[config.mk]
export PLATFORM = sky130hd
export DESIGN_NAME = pwm_deadtime_flat
export DESIGN_NICKNAME = d
export VERILOG_FILES = /design/src/rtl/pwm_dt_pkg.sv /design/src/rtl/wb_bus.sv /design/src/rtl/pwm_dt_channel.sv /design/src/rtl/pwm_deadtime.sv /design/src/flat_wrapper.sv
export SDC_FILE = /design/constraint.sdc
export NUM_CORES = 1
export LEC_CHECK = 0
export ABC_AREA = 0
export CAP_MARGIN = 20
export CELL_PAD_IN_SITES_DETAIL_PLACEMENT = 2
export CELL_PAD_IN_SITES_GLOBAL_PLACEMENT = 2
export CORE_MARGIN = 2
export CORE_UTILIZATION = 29
export CTS_CLUSTER_SIZE = 12
export DETAILED_ROUTE_END_ITERATION = 8
export PLACE_DENSITY = 0.83
export RECOVER_POWER = 100
export SYNTH_ARGS = -nofsm -noshare
export SYNTH_HDL_FRONTEND = slang
export SYNTH_HIERARCHICAL = 1
export SYNTH_SLANG_ARGS = --single-unit
[constraint.sdc]
create_clock -name clk_in -period 2.63 [get_ports clk_in]
set_clock_uncertainty 0.1 [all_clocks]
set_input_delay 0.526 -clock clk_in [delete_from_list [all_inputs] [get_ports clk_in]]
set_output_delay 0.526 -clock clk_in [all_outputs]
set_load 0.03 [all_outputs]
[src/rtl/pwm_dt_pkg.sv]
// pwm_dt_pkg
// Shared definitions for the dead-time PWM block: channel FSM state encoding,
// register byte offsets relative to the block base address, and CONTROL
// register field positions.
package pwm_dt_pkg;

  typedef enum logic [2:0] {
    IDLE,
    LOW_ON,
    DT_RISE,
    HIGH_ON,
    DT_FALL
  } dt_state_e;

  localparam logic [31:0] REG_CONTROL_OFS  = 32'h0;
  localparam logic [31:0] REG_DEADTIME_OFS = 32'h4;

  localparam int NUM_CH  = 3;
  localparam int EN_LSB  = 0;
  localparam int POL_LSB = 3;
  localparam int BRK_BIT = 8;

endpackage

[src/rtl/wb_bus.sv]
// wb_bus
// Classic single-cycle Wishbone register bus (32-bit data, byte selects).
//   master modport: drives cyc/stb/we/adr/dat_w/sel, receives dat_r/ack/err
//   slave  modport: receives the request, drives dat_r/ack/err
interface wb_bus;
  logic        cyc;
  logic        stb;
  logic        we;
  logic [31:0] adr;
  logic [31:0] dat_w;
  logic [3:0]  sel;
  logic [31:0] dat_r;
  logic        ack;
  logic        err;

  modport master (
    output cyc, stb, we, adr, dat_w, sel,
    input  dat_r, ack, err
  );

  modport slave (
    input  cyc, stb, we, adr, dat_w, sel,
    output dat_r, ack, err
  );
endinterface

[src/rtl/pwm_dt_channel.sv]
// pwm_dt_channel
// One complementary output channel: turns a single PWM input into a high/low
// drive pair with a dead-time gap on every transition.
// Ports:
//   clk, rst    clock, synchronous active-high reset
//   en          channel enable; low forces IDLE on the same edge
//   force_idle  external abort (fault break); forces IDLE on the same edge
//   pwm         PWM request, sampled every rising edge
//   dt_rise     cycles of both-off gap before the high side turns on
//   dt_fall     cycles of both-off gap before the low side turns on
//   hi, lo      registered Moore decode of the state (never both 1)
module pwm_dt_channel
  import pwm_dt_pkg::*;
#(
  parameter int DtWidth = 8
) (
  input  logic               clk,
  input  logic               rst,
  input  logic               en,
  input  logic               force_idle,
  input  logic               pwm,
  input  logic [DtWidth-1:0] dt_rise,
  input  logic [DtWidth-1:0] dt_fall,
  output logic               hi,
  output logic               lo
);

  localparam logic [DtWidth-1:0] CNT_ONE = DtWidth'(1);

  dt_state_e          state;
  logic [DtWidth-1:0] cnt;

  always_ff @(posedge clk) begin
    if (rst || !en || force_idle) begin
      // Drive pins off on the same edge the channel is stopped so a fault or
      // disable never leaves a switch conducting for an extra cycle.
      state <= IDLE;
      cnt   <= '0;
      hi    <= 1'b0;
      lo    <= 1'b0;
    end else begin
      hi <= (state == HIGH_ON);
      lo <= (state == LOW_ON);
      case (state)
        IDLE, LOW_ON: begin
          if (pwm) begin
            if (dt_rise == '0) begin
              state <= HIGH_ON;
            end else begin
              state <= DT_RISE;
              cnt   <= dt_rise;
            end
          end else begin
            state <= LOW_ON;
          end
        end
        DT_RISE: begin
          // A pulse shorter than the gap is swallowed: fall back to low side.
          if (!pwm) begin
            state <= LOW_ON;
          end else if (cnt == CNT_ONE) begin
            state <= HIGH_ON;
          end else begin
            cnt <= cnt - CNT_ONE;
          end
        end
        HIGH_ON: begin
          if (!pwm) begin
            if (dt_fall == '0) begin
              state <= LOW_ON;
            end else begin
              state <= DT_FALL;
              cnt   <= dt_fall;
            end
          end
        end
        DT_FALL: begin
          if (pwm) begin
            state <= HIGH_ON;
          end else if (cnt == CNT_ONE) begin
            state <= LOW_ON;
          end else begin
            cnt <= cnt - CNT_ONE;
          end
        end
        default: state <= IDLE;
      endcase
    end
  end

endmodule

[src/rtl/pwm_deadtime.sv]
// pwm_deadtime
// Takes the three timer compare outputs and drives a complementary high/low
// pin pair per channel with programmable dead time, so both sides of a
// half-bridge are never on together. Wishbone slave for configuration.
// Ports:
//   clk_in      system clock (single domain)
//   reset_in    synchronous reset, active-high
//   pwm_in      timer compare outputs, one per channel
//   pwm_hi_out  high-side pin per channel (after polarity)
//   pwm_lo_out  low-side pin per channel (after polarity)
//   break_in    asynchronous fault input (only with PWM_DT_BREAK_EN)
//   bus_slave   Wishbone register port
// Registers (byte address):
//   BaseAddr+0  CONTROL  [2:0] EN, [5:3] POL, [8] BRK (W1C, break build only)
//   BaseAddr+4  DEADTIME [DtWidth-1:0] DT_RISE, [DtWidth+7:8] DT_FALL
// Build option: define PWM_DT_BREAK_EN to add the fault-break input.
module pwm_deadtime
  import pwm_dt_pkg::*;
#(
  parameter logic [31:0] BaseAddr = 32'h4040,
  parameter int          DtWidth  = 8
) (
  input  logic       clk_in,
  input  logic       reset_in,
  input  logic [2:0] pwm_in,
  output logic [2:0] pwm_hi_out,
  output logic [2:0] pwm_lo_out,
`ifdef PWM_DT_BREAK_EN
  input  logic       break_in,
`endif
  wb_bus.slave       bus_slave
);

  localparam logic [31:0] CTRL_ADDR = BaseAddr + REG_CONTROL_OFS;
  localparam logic [31:0] DT_ADDR   = BaseAddr + REG_DEADTIME_OFS;

  logic [NUM_CH-1:0]  en_q;
  logic [NUM_CH-1:0]  pol_q;
  logic [DtWidth-1:0] dt_rise_q;
  logic [DtWidth-1:0] dt_fall_q;
  logic [NUM_CH-1:0]  hi;
  logic [NUM_CH-1:0]  lo;
  logic               force_idle;

  logic access;
  logic wr;
  logic hit_ctrl;
  logic hit_dt;

  assign access   = bus_slave.cyc & bus_slave.stb;
  assign wr       = access & bus_slave.we;
  assign hit_ctrl = (bus_slave.adr[31:2] == CTRL_ADDR[31:2]);
  assign hit_dt   = (bus_slave.adr[31:2] == DT_ADDR[31:2]);

  // Byte lanes not backed by register bits are simply dropped.
  logic unused_bus;
  assign unused_bus = ^{bus_slave.adr[1:0], bus_slave.dat_w, bus_slave.sel[3:2]};

  always_ff @(posedge clk_in) begin
    if (reset_in) begin
      en_q      <= '0;
      pol_q     <= '0;
      dt_rise_q <= '0;
      dt_fall_q <= '0;
    end else if (wr) begin
      if (hit_ctrl && bus_slave.sel[0]) begin
        en_q  <= bus_slave.dat_w[EN_LSB +: NUM_CH];
        pol_q <= bus_slave.dat_w[POL_LSB +: NUM_CH];
      end
      if (hit_dt && bus_slave.sel[0]) dt_rise_q <= bus_slave.dat_w[DtWidth-1:0];
      if (hit_dt && bus_slave.sel[1]) dt_fall_q <= bus_slave.dat_w[8 +: DtWidth];
    end
  end

`ifdef PWM_DT_BREAK_EN
  logic brk_meta;
  logic brk_sync;
  logic brk_q;

  always_ff @(posedge clk_in) begin
    if (reset_in) begin
      brk_meta <= 1'b0;
      brk_sync <= 1'b0;
      brk_q    <= 1'b0;
    end else begin
      brk_meta <= break_in;
      brk_sync <= brk_meta;
      // Set wins over the W1C clear while the fault is still present.
      if (brk_sync) begin
        brk_q <= 1'b1;
      end else if (wr && hit_ctrl && bus_slave.sel[1] && bus_slave.dat_w[BRK_BIT]) begin
        brk_q <= 1'b0;
      end
    end
  end

  // The synchronized level joins in directly so channels drop on the very
  // edge that latches BRK.
  assign force_idle = brk_q | brk_sync;
`else
  logic brk_q;
  assign brk_q      = 1'b0;
  assign force_idle = 1'b0;
`endif

  always_comb begin
    bus_slave.dat_r = '0;
    if (hit_ctrl) begin
      bus_slave.dat_r[EN_LSB +: NUM_CH]  = en_q;
      bus_slave.dat_r[POL_LSB +: NUM_CH] = pol_q;
      bus_slave.dat_r[BRK_BIT]           = brk_q;
    end else if (hit_dt) begin
      bus_slave.dat_r[DtWidth-1:0] = dt_rise_q;
      bus_slave.dat_r[8 +: DtWidth] = dt_fall_q;
    end
  end

  assign bus_slave.ack = access;
  assign bus_slave.err = 1'b0;

  for (genvar ch = 0; ch < NUM_CH; ch++) begin : g_ch
    pwm_dt_channel #(
      .DtWidth(DtWidth)
    ) u_channel (
      .clk       (clk_in),
      .rst       (reset_in),
      .en        (en_q[ch]),
      .force_idle(force_idle),
      .pwm       (pwm_in[ch]),
      .dt_rise   (dt_rise_q),
      .dt_fall   (dt_fall_q),
      .hi        (hi[ch]),
      .lo        (lo[ch])
    );
  end

  // Polarity inverts both pins, so a stopped channel rests at POL.
  assign pwm_hi_out = hi ^ pol_q;
  assign pwm_lo_out = lo ^ pol_q;

endmodule

[src/flat_wrapper.sv]
// flat-port wrapper written by rule: the top's interface ports become plain ports
module pwm_deadtime_flat import pwm_dt_pkg::*;
#(
  parameter logic [31:0] BaseAddr = 32'h4040,
  parameter int          DtWidth  = 8
)
  (clk_in, reset_in, pwm_in, pwm_hi_out, pwm_lo_out, bus_slave_cyc, bus_slave_stb, bus_slave_we, bus_slave_adr, bus_slave_dat_w, bus_slave_sel, bus_slave_dat_r, bus_slave_ack, bus_slave_err);
  wb_bus bus_slave_i ();
  input  logic clk_in;
  input  logic reset_in;
  input  logic [2:0] pwm_in;
  output logic [2:0] pwm_hi_out;
  output logic [2:0] pwm_lo_out;
  input wire logic [$bits(bus_slave_i.cyc)-1:0] bus_slave_cyc;
  input wire logic [$bits(bus_slave_i.stb)-1:0] bus_slave_stb;
  input wire logic [$bits(bus_slave_i.we)-1:0] bus_slave_we;
  input wire logic [$bits(bus_slave_i.adr)-1:0] bus_slave_adr;
  input wire logic [$bits(bus_slave_i.dat_w)-1:0] bus_slave_dat_w;
  input wire logic [$bits(bus_slave_i.sel)-1:0] bus_slave_sel;
  output wire logic [$bits(bus_slave_i.dat_r)-1:0] bus_slave_dat_r;
  output wire logic [$bits(bus_slave_i.ack)-1:0] bus_slave_ack;
  output wire logic [$bits(bus_slave_i.err)-1:0] bus_slave_err;
  assign bus_slave_i.cyc = bus_slave_cyc;
  assign bus_slave_i.stb = bus_slave_stb;
  assign bus_slave_i.we = bus_slave_we;
  assign bus_slave_i.adr = bus_slave_adr;
  assign bus_slave_i.dat_w = bus_slave_dat_w;
  assign bus_slave_i.sel = bus_slave_sel;
  assign bus_slave_dat_r = bus_slave_i.dat_r;
  assign bus_slave_ack = bus_slave_i.ack;
  assign bus_slave_err = bus_slave_i.err;
  pwm_deadtime #(.BaseAddr(BaseAddr), .DtWidth(DtWidth)) u_core (.clk_in(clk_in), .reset_in(reset_in), .pwm_in(pwm_in), .pwm_hi_out(pwm_hi_out), .pwm_lo_out(pwm_lo_out), .bus_slave(bus_slave_i));
endmodule
## After elaboration in Yosys (flattened, before gate mapping)

Index checks and enable logic that the tools add are counted.

| operators by class | value |
|---|---|
| equality and inequality tests | 41 |
| multiplexer cells | 48 |
| bitwise logic cells | 4 |
| reduce and logical (&&, ||, !) cells | 29 |
| add/sub/neg operators | 3 |

Operators by type and width:

| cell | number |
|---|---|
| $mux W8 | 17 |
| $pmux W8 S4 | 3 |
| $eq A30 B13 Y1 const B | 2 |
| $mux W3 | 18 |
| $ne A2 B2 Y1 const B | 18 |
| $pmux W3 S4 | 3 |
| $eq A8 B1 Y1 const B | 3 |
| $sub A8 B1 Y8 const B | 3 |
| $reduce_and A7 Y1 | 3 |
| $eq A3 B2 Y1 const B | 6 |
| $ne A3 B3 Y1 const B | 6 |
| $logic_not A8 Y1 | 2 |
| $mux W16 | 1 |
| $reduce_bool A4 Y1 | 3 |
| $eq A3 B1 Y1 const B | 3 |
| $eq A3 B3 Y1 const B | 3 |
| $logic_not A3 Y1 | 3 |
| $reduce_and A3 Y1 | 3 |
| $mux W7 | 1 |
| $mux W6 | 1 |
| $reduce_and A2 Y1 | 3 |
| $reduce_or A2 Y1 | 3 |
| $xor A3 B3 Y3 | 2 |
| $mux W2 | 2 |
| other kinds (5) | 13 |

| word-level totals | value |
|---|---|
| input port bits | 76 |
| register bits after elaboration | 61 |

## Depth between registers and ports, before layout

| logic depth | value |
|---|---|
| word-level depth | 4 |
| depth in mapped cells | 8 |
| gate-level depth less buffers | 7 |

## By module

Netlist, hierarchy kept.

By module, submodules not included:

| module | seq. area each (um^2) | cells each | area each (um^2) | instances |
|---|---|---|---|---|
| pwm_dt_channel | 260.2 | 123 | 992.2 | 3 |
| pwm_deadtime | 440.4 | 155 | 1,521.5 | 1 |

## Worst setup path before layout

No wires, ideal clock.

| path | value |
|---|---|
| path kind | in2out |
| start | input bus_slave_adr[18] |
| end | output bus_slave_dat_r[0] |
| path slack | 0.084 ns |
| stages | 5 |
| arrival time | 1.920 ns |
| path buffers | 1 |
| cell sequence | nor4_2 -> nand4_2 -> or2_1 -> clkbuf_1 -> nor2_1 |

| on the way | value |
|---|---|
| longest elaborated chain between the ends | 3 |
| elaborated cells on any way between the ends | 4 |
| classes of those cells | 2 x eq/ne; 2 x mux |

Ends and longest elaborated chain:

| what | RTL line | text |
|---|---|---|
| start: declaration | flat_wrapper.sv:17 | `input wire logic [$bits(bus_slave_i.adr)-1:0] bus_slave_adr;` |
| $eq A30 B13 Y1 | pwm_deadtime.sv:53 | `assign hit_dt = (bus_slave.adr[31:2] == DT_ADDR[31:2]);` |
| $mux W16 | pwm_deadtime.sv:112 | `end else if (hit_dt) begin` |
| $mux W6 * | pwm_deadtime.sv:108 | `if (hit_ctrl) begin` |
| end: declaration | flat_wrapper.sv:20 | `output wire logic [$bits(bus_slave_i.dat_r)-1:0] bus_slave_dat_r;` |

Mark *: on every way between the ends. The rest lies on a longest branch, timed or not.

## Worst setup path after layout

| path | value |
|---|---|
| start | input bus_slave_adr[10] |
| end | register u_core.dt_fall_q[2] |

| on the way | value |
|---|---|
| longest elaborated chain between the ends | 3 |

Ends and longest elaborated chain:

| what | RTL line | text |
|---|---|---|
| $eq A30 B13 Y1 | pwm_deadtime.sv:53 |  |
| $logic_and A1 B1 Y1 | pwm_deadtime.sv:71 | `if (hit_dt && bus_slave.sel[1]) dt_fall_q <= bus_slave.dat_w[8 +: DtWidth];` |
| $reduce_and A2 Y1 (no source line) | -- |  |
| end signal: assignment | pwm_deadtime.sv:71 |  |
| end: declaration | pwm_deadtime.sv:40 | `logic [DtWidth-1:0] dt_fall_q;` |

Every way passes these cells.
A chain may end at the register's enable or synchronous reset.

==> results.toml <==
[global_route]
overflow = 0
antenna_found_initial = 0
grt_pass1_vias = 4932
grt_usage = 0.219
grt_start_max_net_pins = 45
grt_pass1_wl_um = 27500

[floorplan]
die_w_um = 129
dieArea_mm2 = 0.0165
core_mm2 = 0.0152
start_util = 0.296
rows = 45
ios = 116
die_y_um = 129

[worst_setup_path]
path_cells = "clkdlybuf4s15_1, nor4b_4, nand4_4, clkbuf_4, buf_4, clkbuf_2, nor4_1, buf_12, mux2i_1"
critPathBufInv = 5
crit_required_ps = 2760
cp.arrival_ps = 2780
crit_path_max_fanout = 8
critPathMaxStageDelay_ps = 540
worst_setup_path_end_kind = "register"
cp_top_family = "simple AND/OR/NAND/NOR gates"
crit_type = "in -> reg"
crit_path_start_kind = "primary input"
crit_path_top_delay_cell = "nor4_1"

[clock_tree]
numCtsBuffers = 9
cts.htree.levels = 3
root_buffer = "clkbuf_16"
clock_latency_ps = 360
clock-sinks = 61
cts_tree = "done"
cts_hold_buf = 0
cts.clk_slew.worst_paths_ps = 70
clock_path_buffers = 2

[placement]
gp_congestion = 0.817
dp_hpwl_um = 12300
numPortBuffers = 78

[synth]
synth.area.mux_share = 0.0623
yosys_warnings = 6
synth.distinct_cells = 50
synth_top_family_by_area = "simple AND/OR/NAND/NOR gates"
syn_area_mm2 = 0.00450
synth_area_per_cell_um2 = 8.58
synth-edff-count = 0
synthSimpleGateAreaFrac = 0.313
yosys.area_share.adder = 0.0167
synthFlopType = "dfxtp_1"
yosys_register_bits = 61
synth-compound-area-share = 0.200
seq_area_frac_synth = 0.271
syn_inst = 524
synth_xor_area_frac = 0.0584
ys_async_sr_fraction = 0

[timing]
rsz0062_at_grt = "no"
final-hold-violation-count = 0
setup_total_negative_slack_ps = -11.6
finalMaxSlewViolations = 0
layout_setup_ws_ps = -11.6
relSlewSlack = 0.519
finalSetupViolCount = 1
min_period_over_period = 1.00
tightest_slew_ps = 720
period_needed_ps = 2640
max_freq_mhz = 379

[drt]
drtPass1Iterations = 4
post_drt_wl_per_cell_um = 22.4
vias_per_cell = 5.46
drt-total-wl_um = 18200
final_antenna_net_count = 0
vias = 4443
drt-initial-drc-count = 241
drcViolationCount = 0

[finish]
area_growth_pct = 29.3
drive_above_1_share = 0.184
antenna_cells = 0
fill_cells = 1672
final_cell_mix = "dfxtp_1, o21ai_0, nand2b_1"
final_common_cell = "dfxtp_1"
fin_nets = 703

[run_status]
violations = "setup timing"
run_status = "complete, but fails checks"

[pwr]
finalPower_uw = 2450
ir_drop_uv = 303
p_leak_uw = 0.00219
p_per_area_mw_per_mm2 = 421

[job]
drv_cap = 0

[hold_path]
hold_path_class = "reg -> reg"
worst paths after layout:
path	startpoint	to	slack [ps]	cells past startpoint
setup reg to reg	u_core/g_ch[0].u_channel/state[2]$_SDFFE_PP0P_	u_core/g_ch[0].u_channel/cnt[4]$_SDFFE_PP0P_	130	5
hold / removal	u_core/g_ch[1].u_channel/cnt[7]$_SDFFE_PP0P_	u_core/g_ch[1].u_channel/cnt[7]$_SDFFE_PP0P_	410	2
hold reg to reg	u_core/g_ch[1].u_channel/cnt[7]$_SDFFE_PP0P_	u_core/g_ch[1].u_channel/cnt[7]$_SDFFE_PP0P_	410	2
setup / recovery	bus_slave_adr[10]	u_core/dt_fall_q[2]$_SDFFE_PP0P_	-10	9
layer usage:
| layer | part of all wire | up-vias | GRT usage |
|---|---|---|---|
| met4 | 0.025 | 0 | 0.0946 |
| met5 | 0 | - | 0 |
| met1 | 0.40 | 2209 | 0.241 |
| met2 | 0.52 | 130 | 0.408 |
| met3 | 0.052 | 33 | 0.0432 |
| li1 | - | 2071 | - |
power breakdown:
group / switching (uW) / internal [uW]
sequential: 0.000000105 / 924
combinational: 97.8 / 91.0
clock: 481 / 853
total: 579 / 1870
state kept, by name, summed over array words and instances (netlist names):
signal and count:
u_core/en_q 3, u_core/g_ch.u_channel/lo 3, u_core/g_ch.u_channel/hi 3, u_core/g_ch.u_channel/cnt 24
u_core/dt_fall_q 8, u_core/pol_q 3, u_core/dt_rise_q 8, u_core/g_ch.u_channel/state 9
logic make-up after synthesis:
kind of cell | Yosys count
AO/OA/AOI/OAI | 132
buffers and inverters | 51
multiplexers | 28
other | 1
flip-flops | 61
AND/OR/NAND/NOR | 215
adder cells (fa/ha/maj) | 6
XOR/XNOR | 30
per-stage QoR:
| stage | std cells | setup slack [ps] | utilization | hold slack [ps] | instance area (um^2) |
|---|---|---|---|---|---|
| 5_1_grt | 814 | 2.71 | 0.382 | 446 | 5810 |
| 3_3_place_gp | 793 | -180 | 0.358 | 384 | 5440 |
| 2_1_floorplan | 546 | 83.5 | - | 365 | 4580 |
| 3_5_place_dp | 793 | -289 | 0.358 | 406 | 5440 |
| 4_1_cts | 813 | 2.59 | 0.386 | 414 | 5870 |
| 6_report | 814 | -11.6 | 0.382 | 405 | 5810 |
cells in the mapped netlist (4+ instances only):
library cell	count	area share
nor4_2	4	0.011
nor3b_1	9	0.015
nand2b_1	41	0.057
a22o_1	6	0.012
buf_6	6	0.015
nor2_1	25	0.021
o21ai_2	6	0.012
nand2_1	25	0.021
o31ai_1	9	0.015
ha_1	6	0.017
or2b_1	6	0.010
inv_1	12	0.010
o21ai_0	45	0.050
nand3_1	36	0.040
nor4_1	6	0.0083
o22ai_1	15	0.021
nor4_4	6	0.028
a22oi_1	6	0.010
buf_4	20	0.033
and2_1	11	0.015
dfxtp_1	61	0.27
clkbuf_1	8	0.0067
mux2i_1	28	0.062
xnor2_1	15	0.029
xor2_1	15	0.029
nand3b_1	6	0.010
nor3_1	11	0.012
a21oi_1	24	0.027
and3_1	6	0.0083
worst min-delay path, cell delays in order, from the launching register on:
cell	delay (ps)
dfxtp_1	330
nand3_1	70
o31ai_1	60
final cells by class:
class	instances	area, um^2	area share
inverters	13	48.8	0.00839
clock buffers	10	239	0.0411
clock inverters	6	86.3	0.0148
well taps	188	235	0.0405
flip-flops and latches	61	1220	0.210
repair buffers	102	940	0.162
multi-input cells	434	3040	0.524
repair_timing:
action	in CTS	in global routing
gates resized for setup	56	45
cloned	1	0
pin swaps	12	13
buffers inserted	3	1
setup endpoints to repair	16	16
Power figures use the tool's default switching activity.
